File: config.mk
export PLATFORM = sky130hd
export DESIGN_NAME = programmable_tick_generator
export DESIGN_NICKNAME = d
export VERILOG_FILES = /design/src/rtl/programmable_tick_generator.sv
export SDC_FILE = /design/constraint.sdc
export NUM_CORES = 1
export LEC_CHECK = 0
export ABC_AREA = 1
export CAP_MARGIN = 10
export CELL_PAD_IN_SITES_DETAIL_PLACEMENT = 1
export CELL_PAD_IN_SITES_GLOBAL_PLACEMENT = 1
export CORE_MARGIN = 1
export CORE_UTILIZATION = 35
export CTS_CLUSTER_SIZE = 25
export DETAILED_ROUTE_END_ITERATION = 10
export GPL_TIMING_DRIVEN = 0
export PLACE_DENSITY_LB_ADDON = 0.1
export SLEW_MARGIN = 30
export SYNTH_ARGS = -nofsm -noshare
export SYNTH_HDL_FRONTEND = slang
export SYNTH_SLANG_ARGS = --single-unit
File: constraint.sdc
create_clock -name clk -period 4 [get_ports clk]
set_clock_uncertainty 0.2 [all_clocks]
set_input_delay 0.6 -clock clk [delete_from_list [all_inputs] [get_ports clk]]
set_output_delay 0.6 -clock clk [all_outputs]
set_load 0.01 [all_outputs]
File: src/rtl/programmable_tick_generator.sv
// Multi-channel programmable clock divider.
// Each channel emits a periodic pulse, a square wave or a one-shot pulse at a runtime-loaded divisor.
module programmable_tick_generator #(
  parameter int NUM_CHANNELS = 4,
  parameter int COUNT_WIDTH = 32,
  parameter logic [COUNT_WIDTH-1:0] DEFAULT_DIVISOR = COUNT_WIDTH'(50000),
  localparam int CH_W = (NUM_CHANNELS > 1) ? $clog2(NUM_CHANNELS) : 1
) (
  input  logic                    clk,
  input  logic                    reset,
  input  logic [NUM_CHANNELS-1:0] enable,
  input  logic                    cfg_we,
  input  logic [CH_W-1:0]         cfg_channel,
  input  logic [COUNT_WIDTH-1:0]  cfg_divisor,
  input  logic [1:0]              cfg_mode,
  output logic [NUM_CHANNELS-1:0] tick_pulse,
  output logic [NUM_CHANNELS-1:0] tick_level,
  output logic [NUM_CHANNELS-1:0] busy
);

  typedef enum logic [1:0] {
    MODE_PULSE    = 2'b00,
    MODE_TOGGLE   = 2'b01,
    MODE_ONESHOT  = 2'b10,
    MODE_PULSE_ALT = 2'b11
  } mode_t;

  logic [COUNT_WIDTH-1:0]  count      [NUM_CHANNELS];
  logic [COUNT_WIDTH-1:0]  divisor    [NUM_CHANNELS];
  logic [COUNT_WIDTH-1:0]  last_count [NUM_CHANNELS];
  mode_t                   mode       [NUM_CHANNELS];
  logic [NUM_CHANNELS-1:0] armed;
  logic [NUM_CHANNELS-1:0] pulse_q;
  logic [NUM_CHANNELS-1:0] level_q;
  logic [NUM_CHANNELS-1:0] write_hit;

  // A zero divisor behaves as one, so the terminal count is never below zero.
  always_comb begin
    for (int i = 0; i < NUM_CHANNELS; i++) begin
      last_count[i] = (divisor[i] == '0) ? '0 : divisor[i] - COUNT_WIDTH'(1);
      write_hit[i]  = cfg_we && (cfg_channel == CH_W'(i));
    end
  end

  always_ff @(posedge clk) begin
    if (reset) begin
      for (int i = 0; i < NUM_CHANNELS; i++) begin
        count[i]   <= '0;
        divisor[i] <= DEFAULT_DIVISOR;
        mode[i]    <= MODE_PULSE;
      end
      armed   <= '1;
      pulse_q <= '0;
      level_q <= '0;
    end else begin
      for (int i = 0; i < NUM_CHANNELS; i++) begin
        pulse_q[i] <= 1'b0;
        // A write restarts the channel and swallows any event due on this edge.
        if (write_hit[i]) begin
          divisor[i] <= cfg_divisor;
          mode[i]    <= mode_t'(cfg_mode);
          count[i]   <= '0;
          level_q[i] <= 1'b0;
          armed[i]   <= 1'b1;
        end else if (!enable[i]) begin
          armed[i] <= 1'b1;
        end else if (armed[i]) begin
          if (count[i] == last_count[i]) begin
            count[i]   <= '0;
            pulse_q[i] <= 1'b1;
            if (mode[i] == MODE_TOGGLE) begin
              level_q[i] <= ~level_q[i];
            end
            if (mode[i] == MODE_ONESHOT) begin
              armed[i] <= 1'b0;
            end
          end else begin
            count[i] <= count[i] + COUNT_WIDTH'(1);
          end
        end
      end
    end
  end

  assign tick_pulse = pulse_q;
  assign tick_level = level_q;
  assign busy       = enable & armed;

endmodule

Yosys cells after proc, flatten, opt, wreduce, memory -nomap -nowiden
Memories as Yosys holds them, arrays and structs flattened. Index checks and enable logic that the tools add are counted.

Bits in registers: 12. RAM bits: 264. Bits of input ports: 43. Output and inout bits: 12. Logic and storage cells: 183. Memories: 3.

Add/subtract/negate cells: 8. Eq/ne operators: 15. Mux-type cells: 98. Bitwise operators: 29. Reductions and logical operators: 21.

Memory list: count (words 4, bits a word 32, read ports 4, clocked after Yosys merged registers in 0, wr ports 4, line 28) `logic [COUNT_WIDTH-1:0] count [NUM_CHANNELS];`; divisor (words 4, bits a word 32, read ports 4, clocked after Yosys merged registers in 0, wr ports 4, line 29) `logic [COUNT_WIDTH-1:0] divisor [NUM_CHANNELS];`; mode (words 4, bits a word 2, read ports 4, clocked after Yosys merged registers in 0, wr ports 4, line 31) `mode_t mode [NUM_CHANNELS];`.

Operator list (count): 32-bit 2-to-1 mux (20); 32-bit by 1-bit adder with 32-bit output, second input constant (4); 32-bit == test (4); 32-bit zero test (4); 32-bit by 1-bit subtractor with 32-bit output, second input constant (4); 1-bit 2-to-1 mux (74); 1-bit bitwise OR (20); 4-bit AND reduction (4); 2-bit == test, second input constant (6); 3-bit OR reduction (4); 2-bit by 1-bit == test with 1-bit output, second input constant (5); 2-bit 2-to-1 mux (4); 1-bit inverter (8); 2-bit OR reduction (4); 4-bit AND (1); 1-bit logical AND (4); 2-bit zero test (1).

Depth between registers and ports, before layout
Gate-level depths: netlist of run 1.

Word-level depth: 11. Gate-level depth with buffers: 21. Gate-level depth less buffers: 19.

Least setup slack after synthesis of run 1
OpenSTA, ideal clock, no wires.

Kind: input to register. From: input cfg_channel[0]. To: memory count[3][0], enable pin. Setup time: 0.389 ns. Data arrival time: 2.520 ns. Required time: 3.411 ns. Path slack: 0.891 ns. Stages on the path: 6. Path buffers: 0. Path through: inv_1 nor3_1 inv_1 nand2_1 inv_1 nand2_1.

RTL lines: start, declared (line 13) `input logic [CH_W-1:0] cfg_channel,`; end, declared (line 28).

==> results of run 1 <==
cell type report:
class                   instances  area share
multi-input cells            2109      0.4330
clock inverters                16     0.01035
repair buffers                 57     0.02649
flip-flops and latches        276      0.3633
well taps                     748     0.04163
plain buffers                  45     0.01425
clock buffers                  47     0.04419
inverters                     400     0.06678
kinds of logic after synthesis:
group	count (synthesis)	share of synthesized area
AO/OA/AOI/OAI	133	0.03872
XOR/XNOR	73	0.03243
adder cells (fa/ha/maj)	8	0.005078
buffers and inverters	445	0.09241
flip-flops	276	0.4143
AND/OR/NAND/NOR	1895	0.4170
Yosys cell counts, drive strengths merged:
| cell | n | area [um^2] |
|---|---|---|
| edfxtp | 264 | 7928 |
| and2 | 5 | 31.28 |
| nand3 | 237 | 1229 |
| clkinv | 1 | 3.750 |
| inv | 399 | 1498 |
| nor3b | 7 | 52.55 |
| a21oi | 48 | 251.5 |
| or3 | 1 | 6.260 |
| nor4 | 10 | 75.07 |
| nor3 | 120 | 681.9 |
| xor2 | 67 | 586.8 |
| o21bai | 32 | 240.2 |
| nor2 | 576 | 2255 |
| and3 | 2 | 12.51 |
| xnor2 | 6 | 52.55 |
| nand4 | 113 | 706.9 |
| o21ai | 48 | 240.2 |
| dfxtp | 12 | 240.2 |
| or2 | 13 | 81.33 |
| clkbuf | 10 | 37.54 |
| nand2 | 804 | 3035 |
| and3b | 1 | 8.760 |
| a31oi | 5 | 31.28 |
| ha | 8 | 100.1 |
| buf | 35 | 282.8 |
| nand3b | 6 | 45.04 |
how the worst max path moves through the flow:
stage / end / from / depth (start not counted)
2_1_floorplan: count[3][0] / cfg_channel[0] / 6
3_3_place_gp: count[3][28] / cfg_channel[0] / 7
3_5_place_dp: count[2][24] / divisor[2][0] / 18
4_1_cts: count[2][24] / divisor[2][0] / 18
5_1_grt: count[2][24] / divisor[2][0] / 18
6_report: count[0][31] / divisor[0][0] / 18
placed cells by master, fill, tap and decap left out, types with 4 or more instances in the layout:
cell | netlist | final
nor3_1 | 105 | 105
edfxtp_1 | 264 | 264
nor2_4 | 6 | 6
clkinv_2 | 0 | 5
xor2_1 | 67 | 67
buf_6 | 13 | 13
a21oi_1 | 45 | 45
nand4_1 | 113 | 113
nor4_1 | 8 | 8
nor2_2 | 19 | 19
nand3_1 | 230 | 230
clkdlybuf4s50_1 | 0 | 54
nor2_1 | 551 | 551
nand2_2 | 7 | 12
xnor2_1 | 6 | 6
clkbuf_1 | 10 | 17
inv_2 | 4 | 7
buf_2 | 10 | 10
bufinv_16 | 0 | 6
nand2_1 | 797 | 792
nor3_2 | 14 | 14
o21ai_0 | 47 | 47
nand3_2 | 6 | 6
ha_1 | 8 | 8
or2_2 | 13 | 13
clkbuf_16 | 0 | 37
inv_1 | 395 | 392
dfxtp_1 | 12 | 12
o21bai_1 | 32 | 32
buf_4 | 8 | 8
and2_1 | 5 | 5
nand3b_1 | 6 | 6
nor3b_1 | 7 | 7
a31oi_1 | 5 | 5
clkinv_1 | 1 | 4
power groups by stage:
stage | clock network [mW] | logic [mW] | registers, mW
floorplan | 0 | 0.744 | 3.58
global placement | 0 | 1.05 | 3.68
detailed placement | 0 | 1.09 | 3.68
CTS | 3.55 | 1.10 | 3.62
global route | 3.64 | 1.24 | 3.65
finish | 3.47 | 1.10 | 3.62
routing by layer:
metal / global-route usage / part of all wire / vias to the layer above
li1: - / - / 9363
met1: 0.3246 / 0.46 / 9294
met2: 0.4168 / 0.47 / 337
met3: 0.03988 / 0.052 / 82
met4: 0.06274 / 0.020 / 0
met5: 0 / 0 / -
worst register-to-register path, cell delays in order (launching register included):
cell and delay (ps):
edfxtp_1 380, inv_1 140, ha_1 200, nand2_1 150
nor2_1 350, nand2_1 220, inv_1 110, nand2_1 60
nand2_1 100, nand3_1 80, nand2_1 110, o21ai_0 90
nor2_1 110, nand2_1 110, nor2_1 220, nand3_1 160
nand2_2 230, buf_4 270, a21oi_1 80
registers in the layout (all words and copies together), names as in the netlist:
| name | cells |
|---|---|
| tick_pulse | 4 |
| count | 128 |
| armed | 4 |
| divisor | 128 |
| mode | 8 |
| tick_level | 4 |
==> flow_summary_export.csv, run 1 <==
group,metric,value,unit
status,status,"finished, final reports clean",
floorplan,core,55420,um^2
clock_tree,cts-root-buf,"clkbuf_16",
place,dpl.hpwl,55880,um
synthesis,syn_nets,2881,
floorplan,ios,55,
power,power.switching,2.317,mW
power,intPower,5.869,mW
layout,post-route-util,0.4057,
power,switching_share,0.2830,
timing,layout_setup_ws,370.1,ps
power,p_seq_frac,0.442,
setup_path,crit_fanout,10,
setup_path,cp_cell_sequence,"inv_1 > ha_1 > nand2_1 > nor2_1 > nand2_1 > inv_1 > nand2_1 > nand2_1 > nand3_1 > nand2_1 > o21ai_0 > nor2_1 > nand2_1 > nor2_1 > nand3_1 > nand2_2 > buf_4 > a21oi_1",
layout,instances_no_fill,3698,
setup_path,crit_slowest_cell,"edfxtp_1",
hold_path,holdPathStages,2,
power,p_leak,9.366,nW
route,route.final.wire_length,69300,um
global_routing,antenna_found_initial,0,
hold_path,hp-start,"armed[3]",
layout,fill_cells,7010,
setup_path,endpoint_kind,"flip-flop",
job,drv_cap,0,
layout,area_growth,14.05,%
synthesis,synthCells,2830,
clock_tree,clk_pin_slew,60,ps
setup_path,r2r-end,"count[0][31]",
synthesis,synth_area,19710,um^2
timing,whs,287.5,ps
setup_path,path_buf_inv,3,
layout,diodes,0,
setup_path,arrival,3730,ps
route,drc,0,
synthesis,ys_ff_latch,276,
route,route.detailed.wl_per_inst,18.74,um
setup_path,path_class,"flip-flop to flip-flop",
global_routing,overflow,0,
timing,drv_slew,0,
floorplan,start_util,0.3557,
setup_path,r2r_cells,18,
clock_tree,post-cts-setup-buffers,0,
hold_path,hold_path.class,"flip-flop to flip-flop",
setup_path,path_delay_family,"simple AND/OR/NAND/NOR gates",
timing,hold_viol,0,
place,place_inst,3635,
layout,design_area,22480,um^2
setup_path,critPathMaxStageDelay,380,ps
synthesis,yosys_warnings,0,
timing,fmax,275.5,MHz
synthesis,ys_types,41,
clock_tree,htree_levels,2,
clock_tree,clock_latency,570,ps
timing,fin_setup_tns,0,ps
timing,rsz0062_at_grt,"false",
floorplan,die_x,239.3,um
place,portBuffers,54,
setup_path,r2r_slack,370,ps
synthesis,syn_avg_cell_area,6.966,um^2
power,combPwrFrac,0.134,
clock_tree,clkSinkCount,276,
route,postRouteAntennaNets,0,
layout,multi_input_area,9736,um^2
place,gp_congestion,0.8617,
layout,regArea,8168,um^2
clock_tree,post_cts_resized,0,
clock_tree,tritoncts,"yes",
setup_path,worst_setup_path_start_kind,"flip-flop",
setup_path,cp.required,4100,ps
layout,drive_above_1_share,0.05831,
timing,fin_crit,3630,ps
route,firstDrtPassIters,5,
timing,setup_viol,0,
floorplan,fp.dieArea,57270,um^2
route,routed_via_density,5.158,
power,totalPowerFinal,8.185,mW
setup_path,reg2reg_from,"divisor[0][0]",
hold_path,min_to,"tick_pulse[3]",
layout,fin_nets,2975,
timing,finalCritPeriodShare,0.9075,
floorplan,row_count,86,
place,dpl_cell_area,21260,um^2
clock_tree,ctsHoldBuffers,0,
place,dp_slack,360.4,ps
global_routing,grt_max_degree,36,
global_routing,track_usage,0.2460,
timing,slew_headroom,0.4274,
route,drt_iter0_drc,1058,
floorplan,chipHeight,239.3,um
global_routing,grt_first_pass_wirelength,108800,um
power,vdd_drop_max,0.2630,mV
global_routing,grt_pass1_vias,19810,
synthesis,ys_seq_area_frac,0.4143,
power,power_density,364.1,nW/um^2
power,clock_power_share,0.424,
timing,worst_pin_slew,855.8,ps
setup_path,crit_path_frequent_cell,"nand2_1",
route,vias,19080,
clock_tree,clk_path_buf_depth,3,
clock_tree,cts-buffers-inserted,35,
(Power assumes the default switching activity.)
==> run 2, diff against run 1 <==
ABC_AREA = unset   (was 1)
CORE_UTILIZATION = 50   (was 35)
==> run 2 against run 1 <==
- the flow now finishes with violations (negative setup slack)
- non-clock buffer count grew 222
- critical path depth shrank 8
- power shrank 1.6%
- combinational power grew 32%
- critical path type unchanged
==> flow_summary_export.csv, run 2 <==
group,metric,value,unit
status,status,"finished with violations",
status,violations,"negative setup slack",
route,vias,18850,
floorplan,chipHeight,201.7,um
layout,fill_cells,4290,
floorplan,start_util,0.5110,
layout,final_cell_mix,"edfxtp_1, buf_4, nor3_1",
hold_path,hold_path.class,"flip-flop to flip-flop",
floorplan,die_x,201.7,um
timing,layout_setup_ws,-160.2,ps
synthesis,ys_seq_area_frac,0.4098,
global_routing,busiest_layer,"met2",
hold_path,hp-start,"armed[3]",
layout,post-route-util,0.6356,
timing,fin_crit,4160,ps
layout,area_growth,24.39,%
layout,fin_nets,2403,
synthesis,synthCells,2120,
clock_tree,cts-root-buf,"clkbuf_16",
global_routing,grt_first_pass_wirelength,103400,um
global_routing,grt_pass1_vias,18540,
hold_path,holdPathStages,1,
place,gp_congestion,0.8852,
clock_tree,clk_pin_slew,70,ps
setup_path,crit_slowest_cell,"or4_4",
power,power_density,324.7,nW/um^2
clock_tree,htree_levels,1,
synthesis,netlist.area_leader.share,0.3977,
synthesis,synthMuxAreaShare,0.01023,
setup_path,worst_setup_path_start_kind,"flip-flop",
synthesis,syn_nets,2171,
layout,layout_commonest_cell,"edfxtp_1",
timing,worst_pin_slew,1203,ps
clock_tree,clk_path_buf_depth,3,
synthesis,ys.flop_type,"edfxtp_1",
synthesis,synth_top_family_by_area,"simple AND/OR/NAND/NOR gates",
clock_tree,cts-buffers-inserted,31,
route,drt_iter0_drc,1354,
timing,slew_headroom,0.1981,
setup_path,arrival,4310,ps
global_routing,grt_max_degree,36,
route,route.final.wire_length,73430,um
synthesis,yosysMostFrequentCell,"edfxtp_1",
synthesis,yosys_warnings,0,
layout,design_area,24790,um^2
timing,finalCritPeriodShare,1.040,
place,dpl_cell_area,21190,um^2
synthesis,yosys-top-cells-count,"edfxtp_1, nor3_1, nor2_1",
route,postRouteAntennaNets,0,
clock_tree,tritoncts,"yes",
job,drv_cap,0,
synthesis,synth_adder_area_share,0.005022,
timing,fmax,240.4,MHz
floorplan,fp.dieArea,40660,um^2
power,vdd_drop_max,0.3271,mV
floorplan,ios,55,
layout,drive_above_1_share,0.1936,
synthesis,ys_ff_latch,276,
setup_path,r2r_slack,-160,ps
setup_path,crit_path_frequent_cell,"or4_4",
global_routing,grt_use_met1,0.4114,
place,dpl.hpwl,46030,um
setup_path,path_delay_family,"simple AND/OR/NAND/NOR gates",
layout,reg_top3,"count (128), divisor (128), mode (8)",
setup_path,cp.required,4150,ps
synthesis,ys_types,89,
hold_path,min_to,"armed[3]",
setup_path,endpoint_kind,"flip-flop",
synthesis,synth_xor_area_frac,0.1178,
synthesis,synth.area.top_cells,"edfxtp_1, xnor2_1, nor3_1",
global_routing,antenna_found_initial,1,
global_routing,grtUsageMet3,0.02802,
synthesis,synth_area,19930,um^2
global_routing,track_usage,0.3189,
timing,hold_viol,0,
setup_path,r2r_cells,10,
global_routing,overflow,0,
synthesis,async_reset_ff_frac,0,
route,drc,0,
synthesis,synth_edf_count,264,
synthesis,synthSimpleGateAreaFrac,0.3081,
synthesis,syn_avg_cell_area,9.402,um^2
timing,setup_viol,67,
timing,rsz0062_at_grt,"true",
setup_path,path_class,"flip-flop to flip-flop",
setup_path,crit_fanout,4,
layout,regArea,8168,um^2
clock_tree,clkSinkCount,276,
floorplan,core,39010,um^2
route,firstDrtPassIters,5,
route,route.detailed.wl_per_inst,25.36,um
layout,multi_input_area,12330,um^2
setup_path,reg2reg_from,"divisor[0][10]",
route,routed_via_density,6.512,
clock_tree,clock_latency,600,ps
power,p_leak,8.331,nW
floorplan,row_count,72,
setup_path,path_buf_inv,1,
place,portBuffers,53,
synthesis,synth_compound_area_frac,0.1135,
setup_path,r2r-end,"count[0][12]",
setup_path,cp_cell_sequence,"nor4_4 > nand3_2 > or4_4 > buf_8 > a211oi_4 > o22ai_1 > or4_4 > or4b_4 > or4_4 > and3_4",
global_routing,gr-usage-met2,0.5473,
synthesis,synth_top_area_cell,"edfxtp_1",
setup_path,critPathMaxStageDelay,610,ps
timing,drv_slew,0,
==> run 2: cell types whose count changed in the layout (fill, tap and decap cells not counted), moves of 48 or more <==
cell      delta
clkbuf_1    +48
nor3_1      +61
and2_1     +117
nand4_1     -62
inv_1      -343
nor2_1     -410
buf_4      +164
xnor2_1    +111
nand3_1    -157
nand2_1    -674
nand2b_1    +51
==> run 2: layout make-up <==
class                   count  share of cell area
repair buffers            228             0.07671
flip-flops and latches    276              0.3294
diodes                      1           0.0001009
clock inverters            19            0.007872
well taps                 518             0.02614
inverters                  56            0.008478
multi-input cells        1663              0.4975
plain buffers              96             0.02145
clock buffers              38             0.03235
==> run 2: cells by family after synthesis <==
family / Yosys count
buf+inv: 181
simple gates: 1088
fa+ha+maj: 8
xor+xnor: 238
compound gates: 309
mux: 20
flops: 276
==> run 2: per-stage QoR <==
stage / std cells / power [mW] / hold WS [ps] / TNS (ps) / worst slack [ps]
after floorplan: 2120 / 4.421 / 249.9 / -30.87 / -23.03
after global placement: 2691 / 4.778 / 256.8 / -119360 / -1165
after detailed placement: 2692 / 4.839 / 272.1 / -126570 / -1291
after CTS: 2829 / 7.798 / 287.3 / -190.8 / -73.96
after global routing: 2895 / 8.242 / 321.3 / -13210 / -224.3
final: 2895 / 8.051 / 283.6 / -4116 / -160.2
==> run 2: how the worst max path moves through the flow <==
stage	startpoint	to	slack [ps]	cells after the start
after floorplan	divisor[0][9]	count[0][1]	-20	10
after global placement	divisor[1][0]	count[1][12]	-1170	14
after detailed placement	divisor[1][0]	count[1][12]	-1290	14
after CTS	divisor[0][6]	count[0][1]	-70	10
after global routing	divisor[0][12]	tick_level[0]	-220	11
final	divisor[0][10]	count[0][12]	-160	10
==> run 2: repair_timing <==
item                                    in CTS  in global routing
endpoints found under the hold margin        0                  0
pin swaps                                   40                 69
endpoints found under the setup margin     140                138
setup buffers                               91                 81
gates cloned                                 2                  0
hold buffers                                 0                  0
resized for setup                          152                168
==> run 2: power breakdown <==
part	internal [mW]	total, mW	leakage, nW	switching [mW]
clock network	1.67	2.90	0.484	1.23
registers	3.38	3.69	2.87	0.310
logic	0.626	1.45	4.98	0.826
==> run 2: routing by layer <==
layer  up-vias  routed length [um]  part of all wire
met2       746               35720              0.49
met3       224                3729             0.051
met5         -                   0                 0
li1       8461                   -                 -
met1      9422               30000              0.41
met4         0                3977             0.054
